<file path="src/rtl/fetch_stage_pkg.sv">
// Shared widths, encodings and FSM states for the instruction fetch stage.
package fetch_stage_pkg;

  localparam int unsigned PcWidth    = 8;
  localparam int unsigned InstrWidth = 8;

  // Encoding inserted into IF/ID as a bubble
  localparam logic [InstrWidth-1:0] Nop = 8'h00;

  typedef enum logic {
    StFetch = 1'b0,
    StHold  = 1'b1
  } state_e;

endpackage

</file>
<file path="src/rtl/fetch_stage_ifid.sv">
// IF/ID pipeline register: bubble overrides load, otherwise contents are held.
module ifid_reg
  import fetch_stage_pkg::*;
(
  input  logic                  clk,
  input  logic                  rst_n,
  input  logic                  load,
  input  logic                  bubble,
  input  logic [InstrWidth-1:0] load_instr,
  input  logic [PcWidth-1:0]    load_pc_plus1,
  output logic [InstrWidth-1:0] ifid_instr,
  output logic [PcWidth-1:0]    ifid_pc_plus1,
  output logic                  ifid_valid
);

  // Register update: bubble, load or hold
  always_ff @(posedge clk or negedge rst_n) begin
    if (!rst_n) begin
      ifid_instr    <= Nop;
      ifid_pc_plus1 <= '0;
      ifid_valid    <= 1'b0;
    end else if (bubble) begin
      ifid_instr    <= Nop;
      ifid_pc_plus1 <= '0;
      ifid_valid    <= 1'b0;
    end else if (load) begin
      ifid_instr    <= load_instr;
      ifid_pc_plus1 <= load_pc_plus1;
      ifid_valid    <= 1'b1;
    end
  end

endmodule

</file>
<file path="src/rtl/fetch_stage.sv">
// Fetch stage: PC, one-entry stall buffer and FETCH/HOLD control feeding IF/ID.
module fetch_stage
  import fetch_stage_pkg::*;
(
  input  logic                  clk,
  input  logic                  rst_n,
  input  logic                  PCWrite,
  input  logic                  IFIDWrite,
  input  logic                  branch_taken,
  input  logic [PcWidth-1:0]    branch_target,
  output logic                  imem_req,
  output logic [PcWidth-1:0]    imem_addr,
  input  logic                  imem_ready,
  input  logic [InstrWidth-1:0] imem_data,
  output logic [InstrWidth-1:0] ifid_instr,
  output logic [PcWidth-1:0]    ifid_pc_plus1,
  output logic                  ifid_valid
);

  state_e                state_q, state_d;
  logic [PcWidth-1:0]    pc_q, pc_d;
  logic [InstrWidth-1:0] buf_q, buf_d;
  // Low from reset until the first edge after release, so no request is
  // issued in the release cycle and a stale imem_ready there is ignored.
  logic                  live_q;

  logic                  advance;
  logic                  ready;
  logic [PcWidth-1:0]    pc_plus1;
  logic                  ifid_load;
  logic                  ifid_bubble;
  logic [InstrWidth-1:0] ifid_next_instr;

  assign advance   = PCWrite & IFIDWrite;
  assign pc_plus1  = pc_q + PcWidth'(1);
  assign imem_req  = live_q && (state_q == StFetch);
  assign imem_addr = pc_q;
  // Data only counts when we actually had a request out
  assign ready     = imem_ready & imem_req;

  // State, PC, buffer and request-enable registers
  always_ff @(posedge clk or negedge rst_n) begin
    if (!rst_n) begin
      state_q <= StFetch;
      pc_q    <= '0;
      buf_q   <= Nop;
      live_q  <= 1'b0;
    end else begin
      state_q <= state_d;
      pc_q    <= pc_d;
      buf_q   <= buf_d;
      live_q  <= 1'b1;
    end
  end

  // Next-state and IF/ID control; a taken branch overrides everything
  always_comb begin
    state_d         = state_q;
    pc_d            = pc_q;
    buf_d           = buf_q;
    ifid_load       = 1'b0;
    ifid_bubble     = 1'b0;
    ifid_next_instr = imem_data;
    if (branch_taken) begin
      pc_d        = branch_target;
      buf_d       = Nop;
      ifid_bubble = 1'b1;
      state_d     = StFetch;
    end else begin
      unique case (state_q)
        StFetch: begin
          if (ready) begin
            if (advance) begin
              ifid_load = 1'b1;
              pc_d      = pc_plus1;
            end else begin
              buf_d   = imem_data;
              state_d = StHold;
            end
          end else if (IFIDWrite) begin
            ifid_bubble = 1'b1;
          end
        end
        StHold: begin
          if (advance) begin
            ifid_load       = 1'b1;
            ifid_next_instr = buf_q;
            pc_d            = pc_plus1;
            state_d         = StFetch;
          end
        end
        default: state_d = StFetch;
      endcase
    end
  end

  ifid_reg u_ifid_reg (
    .clk           (clk),
    .rst_n         (rst_n),
    .load          (ifid_load),
    .bubble        (ifid_bubble),
    .load_instr    (ifid_next_instr),
    .load_pc_plus1 (pc_plus1),
    .ifid_instr    (ifid_instr),
    .ifid_pc_plus1 (ifid_pc_plus1),
    .ifid_valid    (ifid_valid)
  );

endmodule
</file>
<file path="config.mk">
export PLATFORM = sky130hd
export DESIGN_NAME = fetch_stage
export DESIGN_NICKNAME = d
export VERILOG_FILES = /design/src/rtl/fetch_stage_pkg.sv /design/src/rtl/fetch_stage_ifid.sv /design/src/rtl/fetch_stage.sv
export SDC_FILE = /design/constraint.sdc
export NUM_CORES = 1
export LEC_CHECK = 0
export ABC_AREA = 1
export BUFFER_PORTS_ARGS = -buffer_cell sky130_fd_sc_hd__buf_4
export CAP_MARGIN = 20
export CORE_UTILIZATION = 56
export CTS_CLUSTER_SIZE = 14
export DETAILED_ROUTE_END_ITERATION = 10
export GPL_ROUTABILITY_DRIVEN = 0
export GPL_TIMING_DRIVEN = 1
export PLACE_DENSITY = 0.93
export SLEW_MARGIN = 20
export SYNTH_ARGS = -nofsm -noshare
export SYNTH_HDL_FRONTEND = slang
export SYNTH_HIERARCHICAL = 1
export SYNTH_SLANG_ARGS = --single-unit
</file>
<file path="constraint.sdc">
create_clock -name clk -period 2.7 [get_ports clk]
set_input_delay 0.135 -clock clk [delete_from_list [all_inputs] [get_ports clk]]
set_output_delay 0.135 -clock clk [all_outputs]
set_load 0.005 [all_outputs]
</file>
==> impl_results.md, run 1 <==
* Outcome: finished, final reports clean
* Die Y-Extent at 58.4 microns
* Post-place setup slack at 1.04 ns
* Fin cells at 321
* PD cells at 477 nW/um^2
* Seq pwr share at 54.7%
* Max-slew headroom at 42.6%
* Post-synthesis cell count at 229
* Inst Count DP at 311
* Sequential fraction of the synthesis area at 49.2%
* Largest net degree at the start of global routing at 36
* Switching power total at 0.000302 W
* Nets at 300
* Worst Setup End Kind: flip-flop
* Congestion Overflow GR at 0
* CP Class: flip-flop to flip-flop
* Worst min-delay path category: input pin to flip-flop
* Total Die Area at 3410 sq um
* Crit path required time at 2.94 ns
* # IOs at 48
* CP Depth at 5
* CTS tree: yes
* Startpoint Class: flip-flop
* Most common cell on crit path: nand2_1
* Avg Vias per Cell at 5.05
* # clock sinks at 35
* Worst-margin pin slew at 0.858 ns
* Final HPWL DP at 2.78 mm
* Synth warnings at 6
* Worst R2R Path Depth at 5
* Wire per inst at 11.9 microns
* Number of global-route vias before repair at 1418
* Slowest cell on the critical path: nor3_4
* P&R area growth vs syn at 23.9%
* Clock latency on the worst-skew pair at 0.34 ns
* Setup violators final at 0
* CTS buffer count at 5
* Diode count at 0
* Leakage at 1.21 nW
* Net Sw Frac at 28.8%
* Final worst slack at 1.07 ns
* Root buffer cell: clkbuf_4
* Area of the core at 3030 sq um
* FMAX at 0.615 GHz
* Max Root-Sink Buffers at 2
* DR iter-0 viols at 81
* Clock transition at path regs at 0.10 ns
* PortBufs at 47
* Synth Cell Area at 1780 sq um
* Share of layout cells above drive strength 1 at 22.4%
* H-tree lvl count at 2
* Final Cycle Share at 60.3%
* #FFs+latches synth at 35
* Critical Path Fanout Max at 26
* Syn Area/Cell at 7.77 sq um
* WHS Path Cells at 3
* Clock share of power at 27.9%
* Drt first pass iters at 9
* Yosys cell types at 22
* Maximum VDD drop at 0.325 mV
* DRC at 0
* Worst path cell trace: a21oi_2 -> nor3_4 -> nor2_4 -> nand2_1 -> nand2_1
* Vias at 1621
* Buf+Inv Stages, Crit Path at 0
* RSZ-0062 raised after global routing: no
* Crit path DAT at 1.86 ns
* Comb pwr share at 17.4%
* Slowest stage delay, CP at 0.67 ns
* Delay-heaviest family, CP: simple AND/OR/NAND/NOR gates
* Internal power at 0.000749 W
* Drt total wl at 3.82 mm
* Total GRT Usage at 25.2%
* EDFF count, synth at 0
* Top FF cell, synth: dfrtp_1
* Chip width at 58.4 microns
* Fin crit period at 1.63 ns
* Initial antenna violation count at 0
* Async SR Flop Fraction at 100%
* DRT antenna net count at 0
* Max-cap violations at 0
* Final hold vios at 0
* Initial Util at 58.8%
* Final slew viol count at 0
* Worst Skew at 0.00564 ns
* Final setup TNS at 0 ns
* Syn nets at 252
* First-pass GRT wire length at 6.38 mm
* Rows at 20
* Final Power at 0.00105 W
path summary, 6_finish.rpt:
kind | start | endpoint | slack, ns
worst max-delay path | live_q$_DFF_PN0_ | u_ifid_reg/ifid_pc_plus1[4]$_DFFE_PN0P_ | 1.07
worst min-delay path | branch_target[6] | imem_addr[6]$_DFFE_PN0P_ | 0.01
worst max register to register | live_q$_DFF_PN0_ | u_ifid_reg/ifid_pc_plus1[4]$_DFFE_PN0P_ | 1.07
worst min register to register | u_ifid_reg/ifid_instr[2]$_DFFE_PN0P_ | u_ifid_reg/ifid_instr[2]$_DFFE_PN0P_ | 0.48
max in group asynchronous | rst_n | buf_q[0]$_DFFE_PN0P_ | 2.12
min in group asynchronous | rst_n | u_ifid_reg/ifid_valid$_DFFE_PN0P_ | 0.28
cell usage in the layout (no fill, tap or decap):
| cell | netlist | layout |
|---|---|---|
| inv_1 | 14 | 14 |
| dlygate4sd3_1 | 0 | 3 |
| a21oi_2 | 1 | 1 |
| ha_1 | 1 | 1 |
| and3_1 | 1 | 1 |
| nor3_4 | 1 | 1 |
| dfrtp_1 | 35 | 35 |
| nor2_2 | 1 | 1 |
| xor2_1 | 1 | 1 |
| clkbuf_8 | 0 | 1 |
| nor2_4 | 2 | 2 |
| o21ai_1 | 2 | 2 |
| nand2_1 | 79 | 79 |
| xnor2_1 | 2 | 2 |
| clkbuf_4 | 0 | 5 |
| nand2_2 | 1 | 1 |
| inv_2 | 2 | 2 |
| buf_4 | 2 | 47 |
| a21oi_1 | 16 | 16 |
| conb_1 | 1 | 1 |
| nand3_1 | 28 | 28 |
| o21ai_0 | 15 | 15 |
| clkinv_2 | 0 | 1 |
| nor2_1 | 17 | 17 |
worst register-to-register path, delay by kind of cell (launching register included):
family,cells,cell delay (ns)
AND/OR/NAND/NOR,4,1.02
flip-flops,1,0.40
AO/OA/AOI/OAI,1,0.10
synthesized netlist by cell type (all sizes together), types with 2 or more instances:
library cell	count	area, sq um
nand2	80	303
dfrtp	35	876
nand3	28	140
nor2	20	92.6
a21oi	17	88.8
o21ai	17	85.1
inv	16	60.1
buf	9	68.8
xnor2	2	17.5
registers in the layout (all words and copies together) (netlist names):
register / flops
buf_q: 8
imem_addr: 8
live_q: 1
state_q: 1
u_ifid_reg/ifid_instr: 8
u_ifid_reg/ifid_pc_plus1: 8
u_ifid_reg/ifid_valid: 1
metrics by stage:
stage,area (sq um),hold slack (ns),utilization [%]
floorplan,1780,-0.161,-
global placement,2120,0.105,70.0
detailed placement,2120,0.106,70.0
CTS,2190,0.00215,72.5
global route,2200,0.00404,72.8
finish,2200,0.0116,72.8
area by class of cell:
class / instances / area (sq um)
Inverter: 16 / 60.1
Clock buffer: 6 / 51.3
Clock inverter: 1 / 5.00
Timing Repair Buffer: 50 / 383
Sequential cell: 35 / 876
Fill cell: 247 / 823
Tap cell: 44 / 55.1
Multi-Input combinational cell: 169 / 774
power by group through the flow:
stage	Clock (W)	Combinational, W	Sequential [W]
2_1_floorplan	0	0.000103	0.000581
3_3_place_gp	0	0.000174	0.000584
3_5_place_dp	0	0.000179	0.000584
4_1_cts	0.000298	0.000182	0.000575
5_1_grt	0.000319	0.000206	0.000579
6_report	0.000294	0.000183	0.000575
kinds of logic after synthesis:
family,Yosys count,share of synthesized area [%]
adders and majority gates,1,0.703
buffers and inverters,25,7.24
xor gates and xnor gates,3,1.48
DFF,35,49.2
and+or+nand+nor,130,31.4
AOI/OAI and AO/OA,34,9.78
other,1,0.211
layer usage:
layer  vias to the layer above  wire length (microns)  track usage (%)
met5                         -                      0                0
met4                         0                     52             8.84
met3                         5                    180             5.93
met2                        52                   1770             37.6
met1                       738                   1810             36.3
li1                        826                      -                -
repair_timing:
item                       CTS  global route
buffers inserted             0             0
hold buffers                 2             1
setup endpoints to repair    0             0
hold endpoints to repair    36             1
gates resized for setup      0             0
Power figures use the tool's default switching activity.
==> run 2: changes to the inputs <==
- CORE_UTILIZATION: 56 -> 52
- PLACE_DENSITY: 0.93 -> 0.88
- clock period: 2.7 -> 1.5 ns (I/O delays scaled with it)
==> run 2 against run 1 <==
  * Highest routed layer unchanged
  * Critical endpoint is now u_ifid_reg/ifid_instr[2]$_DFFE_PN0P_
  * Clock skew increased by 0.0071 ns
  * Core utilization grew 0.21 points
  * Wire length rose by 4.5%
  * Worst setup slack worse by 0.92 ns
  * Design area up 4.4%
==> impl_results.md, run 2 (synthesized netlist as in run 1, its figures left out) <==
* Post-place setup slack at 0.200 ns
* Max Root-Sink Buffers at 2
* Die Y-Extent at 60.5 microns
* Initial Util at 56.4%
* Nets at 311
* Vias at 1676
* Critical Path Fanout Max at 16
* FMAX at 0.745 GHz
* Seq pwr share at 54.0%
* Rows at 20
* CTS buffer count at 5
* # clock sinks at 35
* Congestion Overflow GR at 0
* Filler cells at 266
* DRT antenna net count at 0
* Switching power total at 0.000552 W
* Root buffer cell: clkbuf_4
* Final setup TNS at 0 ns
* Post-layout util at 73.0%
* Fin crit period at 1.34 ns
* Outcome: finished, final reports clean
* Internal power at 0.00137 W
* Final slew viol count at 0
* Final HPWL DP at 2.85 mm
* Met2 routed WL at 1.82 mm
* Chip width at 60.5 microns
* Number of global-route vias before repair at 1505
* CP Class: flip-flop to flip-flop
* Share of layout cells above drive strength 1 at 23.3%
* Comb pwr share at 18.6%
* Total Die Area at 3660 sq um
* Initial antenna violation count at 0
* Maximum VDD drop at 0.651 mV
* RSZ-0062 raised after global routing: no
* DRC at 0
* Slowest cell on the critical path: dfrtp_1
* Clock latency on the worst-skew pair at 0.35 ns
* Worst min-delay path category: input pin to flip-flop
* Total GRT Usage at 24.6%
* H-tree lvl count at 2
* Net Sw Frac at 28.8%
* PortBufs at 47
* Cell area after placement at 2160 sq um
* Avg Vias per Cell at 5.05
* Largest net degree at the start of global routing at 36
* Final hold vios at 0
* DR iter-0 viols at 105
* Max-cap violations at 0
* Post-CTS Setup Inserts at 0
* CTS tree: yes
* Crit path required time at 1.73 ns
* Max layer used: met4
* Metal1 wirelength at 1.83 mm
* Worst path cell trace: a21oi_2 -> nand2_1 -> nand2_1 -> inv_2 -> nand3_1 -> nand2_1
* P&R area growth vs syn at 29.4%
* Worst Skew at 0.0128 ns
* Final worst slack at 0.157 ns
* Setup violators final at 0
* Final Cycle Share at 89.5%
* Drt total wl at 3.99 mm
* Slowest stage delay, CP at 0.43 ns
* Met3 routed WL at 269 microns
* Wire per inst at 12.0 microns
* Final Cell Area at 2300 sq um
* # IOs at 48
* Area of the core at 3150 sq um
* Clock share of power at 27.4%
* PD cells at 833 nW/um^2
* Startpoint Class: flip-flop
* Worst Setup End Kind: flip-flop
* Commonest non-fill, non-tap cell in the layout: nand2_1
* Most common cell on crit path: nand2_1
* Clock transition at path regs at 0.11 ns
* First-pass GRT wire length at 6.53 mm
* Leakage at 1.26 nW
* Most frequent cells in the layout: nand2_1 (79), buf_4 (52), dfrtp_1 (35)
* Crit path DAT at 1.58 ns
* Drt first pass iters at 4
* Diode count at 0
run 2: metrics by stage:
stage / instances / power (W) / hold slack, ns
floorplan: 229 / 0.00123 / -0.221
global placement: 316 / 0.00138 / 0.0452
detailed placement: 316 / 0.00139 / 0.0451
CTS: 332 / 0.00191 / 0.0614
global route: 332 / 0.00200 / 0.0769
finish: 332 / 0.00192 / 0.0570
run 2: final cells by class:
| class | count | area, sq um | area share, % |
|---|---|---|---|
| inverter | 16 | 60.1 | 2.61 |
| sequential | 35 | 876 | 38.0 |
| timing repair buffer | 61 | 480 | 20.9 |
| multi-input combinational | 169 | 774 | 33.6 |
| tap | 44 | 55.1 | 2.39 |
| clock inverter | 1 | 5.00 | 0.217 |
| clock buffer | 6 | 51.3 | 2.23 |
run 2: per-layer routing:
| layer | global-route usage (%) | up-vias |
|---|---|---|
| met5 | 0 | - |
| met4 | 9.74 | 0 |
| met3 | 5.97 | 8 |
| met2 | 39.1 | 59 |
| met1 | 32.7 | 756 |
| li1 | - | 853 |
run 2: power groups by stage:
| stage | clock, W | sequential (W) | combinational [W] |
|---|---|---|---|
| floorplan | 0 | 0.00105 | 0.000186 |
| global placement | 0 | 0.00105 | 0.000327 |
| detailed placement | 0 | 0.00105 | 0.000335 |
| CTS | 0.000524 | 0.00103 | 0.000355 |
| global route | 0.000558 | 0.00104 | 0.000399 |
| finish | 0.000525 | 0.00103 | 0.000357 |
run 2: timing repair:
action / 4_1_cts / 5_1_grt
endpoints found under the setup margin: 0 / 0
endpoints found under the hold margin: 43 / 0
gates resized for setup: 0 / 0
hold buffers: 9 / 0
run 2: critical path: cells and delay by family (launching register included):
kind / cells / cell delay, ns
compound gates: 1 / 0.24
simple gates: 4 / 0.42
flops: 1 / 0.43
buf+inv: 1 / 0.14
run 2: final timing paths:
check	start	endpoint	slack, ns	depth (start not counted)
worst max-delay path	state_q$_DFF_PN0_	u_ifid_reg/ifid_instr[2]$_DFFE_PN0P_	0.16	6
worst min-delay path	imem_ready	state_q$_DFF_PN0_	0.06	3
worst max register to register	state_q$_DFF_PN0_	u_ifid_reg/ifid_instr[2]$_DFFE_PN0P_	0.16	6
worst min register to register	u_ifid_reg/ifid_instr[5]$_DFFE_PN0P_	u_ifid_reg/ifid_instr[5]$_DFFE_PN0P_	0.48	2
max in group asynchronous	rst_n	u_ifid_reg/ifid_instr[4]$_DFFE_PN0P_	0.99	2
min in group asynchronous	rst_n	buf_q[2]$_DFFE_PN0P_	0.20	2
